## config.mk

```make
export PLATFORM = sky130hd
export DESIGN_NAME = nbyn_pe_inject
export DESIGN_NICKNAME = d
export VERILOG_FILES = /design/src/rtl/nbyn_pkg.sv /design/src/rtl/nbyn_sync_fifo.sv /design/src/rtl/nbyn_pe_inject.sv
export SDC_FILE = /design/constraint.sdc
export NUM_CORES = 1
export LEC_CHECK = 0
export ABC_CLOCK_PERIOD_IN_PS = 9800
export BUFFER_PORTS_ARGS = -buffer_cell sky130_fd_sc_hd__buf_4
export CAP_MARGIN = 20
export CELL_PAD_IN_SITES_DETAIL_PLACEMENT = 1
export CELL_PAD_IN_SITES_GLOBAL_PLACEMENT = 1
export CORE_AREA = 2 2 302 304
export DETAILED_ROUTE_END_ITERATION = 8
export DIE_AREA = 0 0 304 306
export PLACE_DENSITY = 0.79
export SLEW_MARGIN = 20
export SYNTH_ARGS = -nofsm -noshare
export SYNTH_HDL_FRONTEND = slang
export SYNTH_SLANG_ARGS = --single-unit
```

## constraint.sdc

```tcl
create_clock -name clk -period 9.8 [get_ports clk]
set_input_delay 1.96 -clock clk [delete_from_list [all_inputs] [get_ports clk]]
set_output_delay 1.96 -clock clk [all_outputs]
set_load 0.03 [all_outputs]
```

## src/rtl/nbyn_pkg.sv

```systemverilog
// nbyn_pkg: flit layout and output FSM encoding shared by the nbyn network interfaces
package nbyn_pkg;
  localparam int DEF_X_SIZE = 1;
  localparam int DEF_Y_SIZE = 1;
  localparam int DEF_DATA_WIDTH = 256;
  localparam int X_LSB = 0;
  localparam int Y_LSB = X_LSB + DEF_X_SIZE;
  localparam int PAYLOAD_LSB = Y_LSB + DEF_Y_SIZE;
  typedef struct packed {
    logic [DEF_DATA_WIDTH-1:0] payload;
    logic [DEF_Y_SIZE-1:0] dest_y;
    logic [DEF_X_SIZE-1:0] dest_x;
  } flit_t;
  typedef enum logic [1:0] {IDLE = 2'd0, SEND = 2'd1, GAP = 2'd2} state_e;
endpackage

```

## src/rtl/nbyn_sync_fifo.sv

```systemverilog
// nbyn_sync_fifo: single-clock FIFO with head-of-queue read and occupancy count
module nbyn_sync_fifo #(
  parameter int WIDTH = 8,
  parameter int DEPTH = 4
) (
  input  logic                     clk,
  input  logic                     rst,
  input  logic                     push,
  input  logic                     pop,
  input  logic [WIDTH-1:0]         din,
  output logic [WIDTH-1:0]         dout,
  output logic [$clog2(DEPTH):0]   count,
  output logic                     full,
  output logic                     empty
);
  localparam int AW = $clog2(DEPTH);
  logic [WIDTH-1:0] mem [DEPTH];
  logic [AW-1:0] wr_ptr, rd_ptr;
  logic wr_en, rd_en;
  assign wr_en = push && !full;
  assign rd_en = pop && !empty;
  assign full = count == (AW+1)'(DEPTH);
  assign empty = count == '0;
  assign dout = mem[rd_ptr];
  always_ff @(posedge clk) begin
    if (rst) begin
      wr_ptr <= '0;
      rd_ptr <= '0;
      count <= '0;
    end else begin
      if (wr_en) wr_ptr <= wr_ptr + 1'b1;
      if (rd_en) rd_ptr <= rd_ptr + 1'b1;
      count <= count + {{AW{1'b0}}, wr_en} - {{AW{1'b0}}, rd_en};
    end
  end
  always_ff @(posedge clk) if (wr_en) mem[wr_ptr] <= din;
endmodule

```

## src/rtl/nbyn_pe_inject.sv

```systemverilog
// nbyn_pe_inject: core-to-switch PE injection port with FIFO, rate limiter and dest range check
// Define NBYN_PE_INJECT_STATS_EN to add sent/stall/drop counters.
module nbyn_pe_inject import nbyn_pkg::*; #(
  parameter int x_coord = 0,
  parameter int y_coord = 0,
  parameter int X = 2,
  parameter int Y = 2,
  parameter int data_width = DEF_DATA_WIDTH,
  parameter int x_size = DEF_X_SIZE,
  parameter int y_size = DEF_Y_SIZE,
  parameter int total_width = x_size + y_size + data_width,
  parameter int DEPTH = 4,
  parameter int INJ_GAP = 0
) (
  input  logic                   clk,
  input  logic                   rst,
  input  logic                   i_wr_valid,
  output logic                   o_wr_ready,
  input  logic [x_size-1:0]      i_wr_dest_x,
  input  logic [y_size-1:0]      i_wr_dest_y,
  input  logic [data_width-1:0]  i_wr_data,
  output logic                   o_err_dest,
  output logic                   o_valid,
  input  logic                   i_ready,
  output logic [total_width-1:0] o_data,
  output logic                   o_busy
`ifdef NBYN_PE_INJECT_STATS_EN
  ,
  output logic [31:0]            o_sent_cnt,
  output logic [31:0]            o_stall_cnt,
  output logic [15:0]            o_drop_cnt
`endif
);
  localparam int GW = $clog2(INJ_GAP + 2);
  state_e state;
  logic [GW-1:0] gap_cnt;
  logic [total_width-1:0] head;
  logic [$clog2(DEPTH):0] count;
  logic full, empty, live, acc, bad, push, pop, xfer;
  assign acc = i_wr_valid && o_wr_ready;
  assign bad = (int'(i_wr_dest_x) >= X) || (int'(i_wr_dest_y) >= Y);
  assign push = acc && !bad;
  assign xfer = o_valid && i_ready;
  assign pop = !empty && (state == IDLE || (state == SEND && xfer && INJ_GAP == 0) ||
                          (state == GAP && gap_cnt == GW'(1)));
  assign o_wr_ready = live && !full;
  assign o_busy = (count != '0) || o_valid || (state == GAP);
  nbyn_sync_fifo #(.WIDTH(total_width), .DEPTH(DEPTH)) u_fifo (
    .clk(clk), .rst(rst), .push(push), .pop(pop),
    .din({i_wr_data, i_wr_dest_y, i_wr_dest_x}),
    .dout(head), .count(count), .full(full), .empty(empty)
  );
  // live keeps the core from writing until the first cycle after reset is released
  always_ff @(posedge clk) begin
    live <= !rst;
    o_err_dest <= !rst && acc && bad;
  end
  always_ff @(posedge clk) begin
    if (rst) begin
      state <= IDLE;
      o_valid <= 1'b0;
      o_data <= '0;
      gap_cnt <= '0;
    end else begin
      case (state)
        IDLE: if (!empty) begin
          o_data <= head;
          o_valid <= 1'b1;
          state <= SEND;
        end
        SEND: if (xfer) begin
          if (INJ_GAP != 0) begin
            o_valid <= 1'b0;
            gap_cnt <= GW'(INJ_GAP);
            state <= GAP;
          end else if (!empty) o_data <= head;
          else begin
            o_valid <= 1'b0;
            state <= IDLE;
          end
        end
        GAP: if (gap_cnt == GW'(1)) begin
          if (!empty) begin
            o_data <= head;
            o_valid <= 1'b1;
            state <= SEND;
          end else state <= IDLE;
        end else gap_cnt <= gap_cnt - 1'b1;
        default: state <= IDLE;
      endcase
    end
  end
`ifdef NBYN_PE_INJECT_STATS_EN
  always_ff @(posedge clk) begin
    if (rst) begin
      o_sent_cnt <= '0;
      o_stall_cnt <= '0;
      o_drop_cnt <= '0;
    end else begin
      if (xfer) o_sent_cnt <= o_sent_cnt + 1'b1;
      if (o_valid && !i_ready) o_stall_cnt <= o_stall_cnt + 1'b1;
      if (acc && bad) o_drop_cnt <= o_drop_cnt + 1'b1;
    end
  end
`endif
endmodule

```

==> flow_summary.yaml, run 1 <==
run_status:
  status: "completed"
sta:
  period_minus_slack_ns: 4.302
  fin_crit_sh: 0.4389
  max_slew_margin: 0.1902
  clock_skew_ns: 0.02587
  setup_ws_ns: 5.498
  rsz0062_at_grt: "false"
  hold_viol_final: 0
  tightest_slew_ns: 1.215
  finalSetupTns_ns: 0
  drv_slew: 0
  max_freq_mhz: 232.5
  final-setup-viol-count: 0
clocking:
  clock_sinks: 1301
  clock_latency_ns: 0.73
  clk_pin_slew_ns: 0.06
  root_buffer: "clkbuf_16"
  post_cts_resized: 0
  htree_levels: 4
  cts_tree: "done"
  cts_hold_buf: 0
  post_cts_buffers: 0
  cts-buffers-inserted: 132
  clk_path_buf_depth: 3
critical_path:
  end_kind: "flop"
  crit_fanout: 153
  reg2reg_setup_slack_ns: 6.14
  worst-setup-path-type: "primary input to flop"
  r2r-end: "o_data[106]"
  cp-start-kind: "primary input"
  required_ns: 10.15
  cp.arrival_ns: 4.65
  reg2regPathDepth: 4
global_routing:
  grt_usage: 0.2390
  gr-total-overflow: 0
  grt_pass1_wl_um: 164000
  antenna_found_initial: 35
  grt_pass1_vias: 24270
  grt_max_degree: 154
power:
  leakagePower_nw: 18.90
  ir_worst_vdd_mv: 0.2322
  p_per_area_mw_per_mm2: 297.7
synth:
  syn_area_mm2: 0.04541
  synth_seq_area_share: 0.8010
  ys.flop_type: "edfxtp_1"
  ys_async_sr_fraction: 0
  syn_avg_cell_area_um2: 22.89
  synth_cells: 1984
  synth_cell_type_count: 29
  synth_edf_count: 1032
  ys_ff_latch: 1301
  yosysWarnings: 0
  synth_nets: 2253
detailed_routing:
  num_vias: 22320
  via_per_inst: 5.795
  ant_nets: 0
  drc_errors: 0
  dr.pass1.iters: 5
  wirelength_um: 111200
  avgRoutedWirePerCell_um: 28.86
  drtIter0Drc: 1704
cells_and_area:
  syn_to_final_growth_pct: 20.42
  utilization: 0.6103
  fillers: 7433
  drive_gt1_frac: 0.3742
  layout_commonest_cell: "edfxtp_1"
  final_cell_mix: "edfxtp_1 (1,032), buf_4 (539), dfxtp_1 (267)"
  finalNetCount: 2817
place:
  dpl.hpwl_um: 65270
  place_ws_ns: 4.846
  gp_congestion: 0.7798
  port_buffers: 522
worst_hold_path:
  holdCritPathClass: "flop to flop"
  min-delay-start: "o_data[40]"
  holdPathStages: 1
  min_to: "o_data[40]"
job:
  max_cap_viol_count: 0
floorplan:
  die_h_um: 306
  die_x_um: 304
  core.rowCount: 110
  dieArea_mm2: 0.09302
  core_mm2: 0.08960
  io_pins: 524
  initial_core_util: 0.5069
[where the power goes]
part,switching [mW],internal [mW]
sequential,0.496,6.63
combinational,2.47,1.83
clock,2.06,2.79
total,5.03,11.3
[Yosys cell counts, types with 2 or more instances]
| master | number | area share |
|---|---|---|
| mux4_2 | 258 | 0.13 |
| and2_1 | 4 | 0.00055 |
| clkbuf_1 | 31 | 0.0026 |
| nor2b_1 | 3 | 0.00041 |
| a21oi_1 | 4 | 0.00044 |
| inv_1 | 8 | 0.00066 |
| nor2_1 | 6 | 0.00050 |
| nand2_1 | 3 | 0.00025 |
| nand2b_1 | 2 | 0.00028 |
| ha_1 | 6 | 0.0017 |
| a22o_1 | 258 | 0.050 |
| buf_4 | 25 | 0.0041 |
| buf_2 | 58 | 0.0064 |
| or3_1 | 2 | 0.00028 |
| dfxtp_1 | 269 | 0.12 |
| edfxtp_1 | 1032 | 0.68 |
| buf_6 | 2 | 0.00050 |
| xnor2_1 | 2 | 0.00039 |
[how the worst max path moves through the flow]
| stage | slack (ns) | end | start | cells past startpoint |
|---|---|---|---|---|
| 4_1_cts | 5.61 | u_fifo.mem[0][41] | i_wr_valid | 5 |
| 6_report | 5.50 | u_fifo.mem[2][118] | i_wr_valid | 6 |
| 2_1_floorplan | 0.90 | u_fifo.mem[0][0] | i_wr_valid | 3 |
| 5_1_grt | 5.46 | u_fifo.mem[1][106] | i_wr_valid | 6 |
| 3_3_place_gp | 4.92 | u_fifo.mem[0][70] | i_wr_valid | 5 |
| 3_5_place_dp | 4.85 | u_fifo.mem[0][72] | i_wr_valid | 5 |
[state kept, by name (all words and copies together) (netlist names), named ones only]
signal and cells:
live 1, o_data 258, o_valid 1, u_fifo.count 3, u_fifo.mem 1032, u_fifo.rd_ptr 2, u_fifo.wr_ptr 2
[final cells by class]
cell class	instances	area, um^2	area share
Antenna cell	21	52.55	0.0009609
Sequential cell	1301	36380	0.6653
Timing Repair Buffer	546	4187	0.07656
Tap cell	1176	1471	0.02691
Clock inverter	47	460.4	0.008420
Multi-Input combinational cell	559	8408	0.1538
Clock buffer	193	3695	0.06756
Inverter	8	30.03	0.0005491
[critical path, stage by stage]
cell and delay [ns]:
buf_4 0.08, nand2_1 0.05, a21oi_1 0.48, and2_4 0.26, buf_12 0.63, buf_4 0.77
[kinds of logic (layout without fill, tap and decap cells)]
kind of cell	after synthesis	count (layout)	synth area share
buffers and inverters	124	794	0.01424
other	1	22	0.00008257
AOI/OAI and AO/OA	267	267	0.05122
xor gates and xnor gates	2	2	0.0003858
DFF	1301	1301	0.8010
adders and majority gates	7	7	0.002094
and+or+nand+nor	22	22	0.002590
muxes	260	260	0.1284
[layer usage]
layer | GRT usage | wire length, um
met5 | 0 | 211
met1 | 0.2894 | 40910
met4 | 0.1046 | 4445
met2 | 0.4015 | 57610
met3 | 0.06947 | 7971
[metrics by stage]
stage / total power [mW] / instance area [um^2] / hold WS (ns) / cells
after floorplan: 9.970 / 45410 / 0.4677 / 1984
after global placement: 11.40 / 50480 / 0.4623 / 3590
after detailed placement: 11.56 / 50480 / 0.4671 / 3590
after CTS: 16.45 / 54630 / 0.4826 / 3830
after global routing: 16.86 / 54670 / 0.4918 / 3846
final: 16.28 / 54690 / 0.4786 / 3851
Power figures use the tool's default switching activity.
==> inputs of run 2 (changes only) <==
ABC_AREA = 1   (was default)
ABC_CLOCK_PERIOD_IN_PS = 4000   (was 9800)
CORE_AREA = 2 2 346 348   (was 2 2 302 304)
DIE_AREA = 0 0 348 350   (was 0 0 304 306)
PLACE_DENSITY = 0.8   (was 0.79)
clock period = 4 ns   (was 9.8 ns; I/O delays follow)
==> flow_summary.yaml, run 2 <==
run_status:
  status: "completed"
detailed_routing:
  ant_nets: 0
  drtIter0Drc: 2208
  wirelength_um: 150900
  via_per_inst: 4.893
  dr.pass1.iters: 5
  avgRoutedWirePerCell_um: 19.13
  drc_errors: 0
  num_vias: 38600
synth:
  ys_async_sr_fraction: 0
  synth_cell_type_count: 21
  synth_cells: 5759
  yosysWarnings: 0
  synth_edf_count: 1032
  synth_top_area_share: 0.5736
  syn_area_mm2: 0.05402
  ys.flop_type: "edfxtp_1"
  syn_avg_cell_area_um2: 9.381
  synth_area_leader_cell: "edfxtp_1"
  synth_seq_area_share: 0.6733
  yosysMostFrequentCell: "nand2_1"
  ys_top_cells_by_area: "edfxtp_1 (57%), nand2_1 (13%), dfxtp_1 (10%), inv_1 (9.1%), nand3_1 (4.8%)"
  synth_nets: 6028
  synth_commonest_cells: "nand2_1 (1,819), inv_1 (1,313), edfxtp_1 (1,032), nor2_1 (530), nand3_1 (519)"
  ys_ff_latch: 1301
global_routing:
  antenna_found_initial: 36
  grt_pass1_vias: 41990
  gr-total-overflow: 0
  grt_usage: 0.2467
  grt_max_degree: 199
  grt_pass1_wl_um: 231000
cells_and_area:
  top_regs: "u_fifo.mem x1032, o_data x258, u_fifo.count x3"
  finalNetCount: 6492
  largest_reg_flops: 1032
  drive_gt1_frac: 0.1247
  top_register: "u_fifo.mem"
  syn_to_final_growth_pct: 18.71
  final_cell_mix: "nand2_1 (1,818), inv_1 (1,312), edfxtp_1 (1,032)"
  utilization: 0.5445
  fin_area_mm2: 0.06413
  layout_commonest_cell: "nand2_1"
floorplan:
  io_pins: 524
  die_h_um: 350
  dieArea_mm2: 0.1218
  core_mm2: 0.1178
  core.rowCount: 126
  die_x_um: 348
  initial_core_util: 0.4587
sta:
  rsz0062_at_grt: "false"
  period_minus_slack_ns: 2.769
  finalSetupTns_ns: 0
  fin_crit_sh: 0.6922
  max_slew_margin: 0.1679
  tightest_slew_ns: 1.248
  clock_skew_ns: 0.03109
  max_freq_mhz: 361.2
  final-setup-viol-count: 0
  hold_viol_final: 0
  setup_ws_ns: 1.231
  drv_slew: 0
critical_path:
  worst-setup-path-type: "flop to output pin"
  reg2regPathDepth: 7
  endpoint: "o_busy"
  crit_fanout: 4
  critPathLaunch: "u_fifo.count[2]"
  reg2reg_setup_slack_ns: 1.51
  cp-start-kind: "flop"
  required_ns: 3.20
  cp.arrival_ns: 1.97
  r2r-end: "o_data[62]"
  end_kind: "output pin"
job:
  max_cap_viol_count: 0
clocking:
  cts_tree: "done"
  cts-buffers-inserted: 139
  clk_pin_slew_ns: 0.06
  clk_path_buf_depth: 3
  root_buffer: "clkbuf_16"
  post_cts_buffers: 0
  post_cts_resized: 0
  cts_hold_buf: 0
  clock_sinks: 1301
  htree_levels: 4
  clock_latency_ns: 0.75
place:
  gp_congestion: 0.7649
  dpl.hpwl_um: 89390
  dpl-instance-area_mm2: 0.05957
  port_buffers: 522
  place_ws_ns: 1.261
worst_hold_path:
  holdCritPathClass: "primary input to flop"
  min-delay-start: "i_wr_data[204]"
power:
  leakagePower_nw: 30.02
  ir_worst_vdd_mv: 0.7025
  p_per_area_mw_per_mm2: 742.0
run 2: worst max-delay path: stages (launching register included):
cell and delay (ns):
dfxtp_1 0.35, nor2_1 0.20, nand2_1 0.18, or2_2 0.33
buf_4 0.18
run 2: layout make-up:
class	instances	area (um^2)
clock inverters	46	474.2
well taps	1536	1922
clock buffers	207	4040
repair buffers	581	4687
fillers	13210	53640
multi-input cells	2885	11620
diodes	18	45.04
inverters	1315	4959
flip-flops and latches	1301	36380
run 2: cells by family after synthesis:
group | after synthesis | share of synthesized area
other cells | 1 | 0.00006941
compound gates | 4 | 0.0004169
simple gates | 2872 | 0.2118
fa+ha+maj | 7 | 0.001760
xor+xnor | 1 | 0.0001622
flops | 1301 | 0.6733
buf+inv | 1573 | 0.1125
run 2: power breakdown:
group          switching, mW  total, mW  internal, mW
clock                   5.24       12.7          7.51
sequential              1.21       17.8          16.5
combinational           11.9       17.1          5.18
total                   18.3       47.6          29.2
run 2: worst min path at each step:
stage                                     to  slack, ns  depth (start not counted)
final                     u_fifo.mem[0][206]       0.25                          1
after global placement                  flop       0.48                          2
after floorplan                         flop       0.46                          2
after global routing      u_fifo.mem[0][234]       0.21                          1
after detailed placement                flop       0.51                          2
after CTS                 u_fifo.mem[2][106]       0.19                          1
run 2: metal layers:
layer,GRT usage,routed length (um)
met1,0.2801,58760
met2,0.4495,78810
met3,0.05278,8219
met4,0.1013,4858
met5,0,272
run 2: per-stage QoR:
step                instances  power [mW]  hold WS [ns]
floorplan                5759       28.82        0.4597
global placement         7618       34.23        0.4842
detailed placement       7618       35.03        0.5075
CTS                      7871       48.04        0.1900
global route             7887       50.27        0.2114
finish                   7889       47.59        0.2542
